### config.mk
export PLATFORM = sky130hd
export DESIGN_NAME = ifetch_ctrl
export DESIGN_NICKNAME = d
export VERILOG_FILES = /design/src/rtl/ifetch_ctrl.sv
export SDC_FILE = /design/constraint.sdc
export NUM_CORES = 1
export LEC_CHECK = 0
export BUFFER_PORTS_ARGS = -buffer_cell sky130_fd_sc_hd__buf_2
export CORE_ASPECT_RATIO = 0.7
export CORE_MARGIN = 5
export CORE_UTILIZATION = 34
export CTS_CLUSTER_SIZE = 14
export DETAILED_ROUTE_END_ITERATION = 8
export PLACE_DENSITY = 0.62
export SLEW_MARGIN = 20
export SYNTH_ARGS = -nofsm -noshare
export SYNTH_HDL_FRONTEND = slang
export SYNTH_SLANG_ARGS = --single-unit
### constraint.sdc
create_clock -name clk -period 2.8 [get_ports clk]
set_input_delay 0.84 -clock clk [delete_from_list [all_inputs] [get_ports clk]]
set_output_delay 0.84 -clock clk [all_outputs]
set_load 0.02 [all_outputs]
### src/rtl/ifetch_ctrl.sv
// Instruction-fetch controller: owns the PC, drives the ROM address
// and loads the IF/ID register under a fixed redirect priority.
module ifetch_ctrl #(
  parameter logic [31:0] RESET_PC = 32'h0000_0000,
  parameter logic [31:0] ILLOP_PC = 32'h8000_0004,
  parameter logic [31:0] XADR_PC  = 32'h8000_0008,
  parameter logic [5:0]  HALT_OP  = 6'h3F
) (
  input  logic        clk,
  input  logic        reset,
  output logic [31:0] rom_addr,
  input  logic [31:0] rom_data,
  input  logic        stall_i,
  input  logic        branch_taken_i,
  input  logic [31:0] branch_target_i,
  input  logic        jump_i,
  input  logic [31:0] jump_target_i,
  input  logic        illop_i,
  input  logic        irq_i,
  output logic        irq_ack_o,
  output logic [31:0] epc_o,
  output logic [31:0] ifid_instr,
  output logic [31:0] ifid_pc4,
  output logic        ifid_valid,
  output logic        halted
);

  typedef enum logic {
    S_RUN,
    S_HALT
  } state_e;

  state_e      state_q, state_d;
  logic [31:0] pc_q, pc_d;
  logic [31:0] instr_q, instr_d;
  logic [31:0] pc4_q, pc4_d;
  logic        valid_q, valid_d;

  logic [31:0] pc_plus4;
  logic        irq_ok;
  logic        is_halt_op;

  logic sel_br, sel_ill, sel_jmp, sel_irq;
  logic sel_hlt, sel_stl, sel_hdet, sel_seq;

  // Bit 31 (supervisor) survives sequential fetch; low bits wrap.
  assign pc_plus4   = {pc_q[31], pc_q[30:0] + 31'd4};
  assign irq_ok     = irq_i & ~pc_q[31] & ~stall_i;
  assign is_halt_op = (rom_data[31:26] == HALT_OP);

  // Priority-encode the redirect sources into one-hot selects.
  always_comb begin
    sel_br   = 1'b0;
    sel_ill  = 1'b0;
    sel_jmp  = 1'b0;
    sel_irq  = 1'b0;
    sel_hlt  = 1'b0;
    sel_stl  = 1'b0;
    sel_hdet = 1'b0;
    sel_seq  = 1'b0;
    if (branch_taken_i)        sel_br   = 1'b1;
    else if (illop_i)          sel_ill  = 1'b1;
    else if (jump_i)           sel_jmp  = 1'b1;
    else if (irq_ok)           sel_irq  = 1'b1;
    else if (state_q == S_HALT) sel_hlt = 1'b1;
    else if (stall_i)          sel_stl  = 1'b1;
    else if (is_halt_op)       sel_hdet = 1'b1;
    else                       sel_seq  = 1'b1;
  end

  // Next PC, IF/ID contents and run/halt state for the chosen action.
  always_comb begin
    pc_d    = pc_q;
    instr_d = instr_q;
    pc4_d   = pc4_q;
    valid_d = valid_q;
    state_d = state_q;
    unique case (1'b1)
      sel_br: begin
        pc_d    = branch_target_i;
        instr_d = '0;
        pc4_d   = '0;
        valid_d = 1'b0;
        state_d = S_RUN;
      end
      sel_ill: begin
        pc_d    = ILLOP_PC;
        instr_d = '0;
        pc4_d   = '0;
        valid_d = 1'b0;
        state_d = S_RUN;
      end
      sel_jmp: begin
        pc_d    = jump_target_i;
        instr_d = '0;
        pc4_d   = '0;
        valid_d = 1'b0;
        state_d = S_RUN;
      end
      sel_irq: begin
        pc_d    = XADR_PC;
        instr_d = '0;
        pc4_d   = '0;
        valid_d = 1'b0;
        state_d = S_RUN;
      end
      sel_hlt: begin
        instr_d = '0;
        pc4_d   = '0;
        valid_d = 1'b0;
      end
      sel_stl: begin
        pc_d = pc_q;
      end
      sel_hdet: begin
        instr_d = '0;
        pc4_d   = '0;
        valid_d = 1'b0;
        state_d = S_HALT;
      end
      sel_seq: begin
        pc_d    = pc_plus4;
        instr_d = rom_data;
        pc4_d   = pc_plus4;
        valid_d = 1'b1;
      end
      default: ;
    endcase
  end

  // PC, IF/ID and run/halt state registers.
  always_ff @(posedge clk or negedge reset) begin
    if (!reset) begin
      state_q <= S_RUN;
      pc_q    <= RESET_PC;
      instr_q <= '0;
      pc4_q   <= '0;
      valid_q <= 1'b0;
    end else begin
      state_q <= state_d;
      pc_q    <= pc_d;
      instr_q <= instr_d;
      pc4_q   <= pc4_d;
      valid_q <= valid_d;
    end
  end

  assign rom_addr   = pc_q;
  assign ifid_instr = instr_q;
  assign ifid_pc4   = pc4_q;
  assign ifid_valid = valid_q;
  assign halted     = (state_q == S_HALT);

  // The ack is forced low while reset is held.
  assign irq_ack_o = sel_irq & reset;
  assign epc_o     = (sel_irq & reset) ? pc_q : 32'h0;

endmodule

==> results.py <==
metrics = {
    "outcome": {
        "run_status": "finished, violations left",
        "violations": "negative setup slack",
    },
    "sta": {
        "relSlewSlack": 0.501,
        "drv_slew": 0,
        "setup_viol": 8,
        "fmax_mhz": 354,
        "final.setup_skew_ns": 0.0104,
        "setup_ws_ns": -0.0255,
        "worst_pin_slew_ns": 0.746,
        "hold_viol": 0,
        "rsz0062_at_grt": "true",
        "finalCriticalPeriod_ns": 2.83,
        "timing.final.crit_share": 1.01,
        "finalSetupTns_ns": -0.0526,
    },
    "logic_synthesis": {
        "synth_edf_count": 0,
        "synthFlopType": "dfrtp_1",
        "ys_ff_latch": 98,
        "syn-num-nets": 597,
        "syn_inst": 493,
        "synth.distinct_cells": 54,
        "avgSynthCellArea_um2": 9.89,
        "yosysSeqAreaShare": 0.503,
        "synthArstFlopShare": 1.00,
        "synth_area_mm2": 0.00488,
        "yosys_warnings": 0,
    },
    "worst_setup_path": {
        "reg2reg_setup_slack_ns": 0.60,
        "critPathLaunch": "stall_i",
        "worstPathRequired_ns": 1.96,
        "timing.rr.end": "rom_addr[18]$_DFFE_PN0P_",
        "timing.critical_path.buf_inv": 3,
        "crit_type": "in -> out",
        "crit_arrival_ns": 1.99,
        "cp_top_family": "simple AND/OR/NAND/NOR gates",
        "cp_slowest_cell": "nor4_4",
        "path_cells": "buf_2, nor4_4, and3_4, buf_12, and2_2, buf_6",
        "cp-end-kind": "output pin",
        "startpoint_type": "input pin",
        "endpoint": "epc_o[29]",
        "crit_fanout": 23,
        "timing.rr.start": "rom_addr[2]$_DFFE_PN0P_",
        "r2r_cells": 6,
        "cp.depth": 6,
        "max_stage_delay_ns": 0.30,
    },
    "clocking": {
        "clockBufferDepth": 2,
        "clk_pin_slew_ns": 0.07,
        "cts_tree": "done",
        "cts_buffers": 9,
        "htree_levels": 3,
        "clk_latency_ns": 0.35,
        "clock-sinks": 98,
        "root_buffer": "clkbuf_16",
    },
    "finish": {
        "fin_cells": 919,
        "post_route_cells_drive_above_1_share": 0.433,
        "fin_nets": 828,
        "antenna_cells": 0,
        "syn2layout_area_growth_pct": 40.6,
    },
    "grt": {
        "grt_pass1_wl_um": 27100,
        "grt_max_degree": 55,
        "grt_overflow": 0,
        "track_usage": 0.202,
        "antenna_found_initial": 0,
        "grt_pass1_vias": 4846,
    },
    "die": {
        "die_w_um": 153,
        "core_area_mm2": 0.0140,
        "initial_core_util": 0.348,
        "die-area_mm2": 0.0169,
        "dieHeight_um": 110,
        "ios": 234,
        "placementRows": 36,
    },
    "pwr": {
        "seqPwrFrac": 0.473,
        "combPwrFrac": 0.140,
        "p_int_w": 0.00236,
        "p_per_area_mw_per_mm2": 480,
        "p_switching_w": 0.000931,
        "irDropWorstVdd_mv": 0.374,
        "p_leak_nw": 3.51,
        "swShare": 0.283,
        "power_frac_clock": 0.388,
    },
    "placed_design": {
        "dpl.cell_count": 903,
        "gp_congestion": 0.781,
        "portBuffers": 232,
        "dpl.hpwl_um": 13000,
    },
    "routing": {
        "vias": 4799,
        "viasPerCell": 5.22,
        "wl_per_cell_um": 19.0,
        "postRouteAntennaNets": 0,
        "routed_wl_um": 17500,
        "drtIter0Drc": 295,
        "drtPass1Iterations": 6,
        "drc_errors": 0,
    },
    "flow_run": {
        "max_cap_violations": 0,
    },
    "worst_hold_path": {
        "hp-class": "reg -> reg",
    },
}
state kept, by name (all words and copies together) (netlist names):
name	cells
rom_addr	32
ifid_pc4	32
halted	1
ifid_instr	32
ifid_valid	1
synthesized netlist by cell type, types with 9 or more instances:
cell type / count / area [um2]
dfrtp_1: 98 / 2450
nand2_1: 57 / 214
o21ai_0: 42 / 210
a22o_1: 37 / 324
and2_1: 32 / 200
clkbuf_1: 21 / 78.8
nor3_1: 21 / 105
a22oi_1: 17 / 128
nor2_1: 15 / 56.3
xor2_1: 15 / 131
nand4_1: 13 / 81.3
buf_2: 12 / 60.1
nand3_1: 11 / 55.1
a222oi_1: 9 / 90.1
inv_1: 9 / 33.8
logic make-up (layout without fill, tap and decap cells):
family / after synthesis / in the layout / synth area share
buf+inv: 47 / 283 / 0.0439
compound gates: 150 / 150 / 0.223
simple gates: 170 / 170 / 0.180
flops: 98 / 98 / 0.503
xor+xnor: 23 / 23 / 0.0413
other cells: 1 / 1 / 0.000769
mux: 3 / 3 / 0.00616
fa+ha+maj: 1 / 1 / 0.00257
repair_timing:
action | in CTS | in global routing
hold buffers | 0 | 0
resized for setup | 47 | 6
buffers inserted | 0 | 0
endpoints found under the setup margin | 26 | 31
through the flow:
stage	utilization	total power [W]	instance area [um2]	setup slack, ns	hold WS, ns
after global routing	0.490	0.00344	6860	-0.0684	0.508
after global placement	0.457	0.00204	6400	-0.00842	0.459
final	0.490	0.00329	6860	-0.0255	0.476
after CTS	0.488	0.00334	6840	-0.0198	0.483
after floorplan	-	0.00179	4920	-0.00388	0.544
after detailed placement	0.457	0.00205	6400	-0.0371	0.465
how the worst min path moves through the flow:
stage,cells past startpoint,startpoint,end,slack (ns)
after floorplan,0,reset,halted$_DFFE_PN0P_,0.54
after global routing,2,ifid_pc4[8]$_DFFE_PN0P_,ifid_pc4[8]$_DFFE_PN0P_,0.51
final,2,ifid_pc4[15]$_DFFE_PN0P_,ifid_pc4[15]$_DFFE_PN0P_,0.48
after global placement,2,ifid_pc4[13]$_DFFE_PN0P_,ifid_pc4[13]$_DFFE_PN0P_,0.46
after detailed placement,2,ifid_pc4[8]$_DFFE_PN0P_,ifid_pc4[8]$_DFFE_PN0P_,0.47
after CTS,2,ifid_pc4[15]$_DFFE_PN0P_,ifid_pc4[15]$_DFFE_PN0P_,0.48
layer usage:
layer / GRT usage / share of wire / vias up / wire [um]
li1: - / - / 2262 / -
met5: 0 / 0 / - / 0
met1: 0.287 / 0.47 / 2351 / 8140
met4: 0.0490 / 0.016 / 0 / 273
met2: 0.312 / 0.46 / 166 / 7980
met3: 0.0519 / 0.063 / 20 / 1100
placed cells by master, fill, tap and decap left out, types with 11 or more instances in the layout:
master     n
dfrtp_1   98
nor3_1    20
nand4_1   13
buf_6     22
buf_2    200
buf_4     33
nand3_1   11
nor2_1    15
a22oi_1   17
a22o_1    37
and2_2    29
nand2_1   57
xor2_1    15
o21ai_0   42
tightest hold or removal path, stage by stage (launching register included):
cell and delay [ns]:
dfrtp_1 0.34, nand2_1 0.04, o21ai_0 0.06
cell type report:
type | count | area, um2
clock buffer | 10 | 229
fill | 1349 | 7150
sequential | 98 | 2450
timing repair buffer | 258 | 1560
multi-input combinational | 348 | 2280
tap | 190 | 238
inverter | 9 | 33.8
clock inverter | 6 | 72.6
power groups by stage:
stage | Combinational [W] | Clock, W | Sequential (W)
2_1_floorplan | 0.000166 | 0 | 0.00163
3_3_place_gp | 0.000456 | 0 | 0.00158
3_5_place_dp | 0.000462 | 0 | 0.00158
4_1_cts | 0.000464 | 0.00132 | 0.00156
5_1_grt | 0.000506 | 0.00137 | 0.00157
6_report | 0.000459 | 0.00128 | 0.00156
Power figures use the tool's default switching activity.
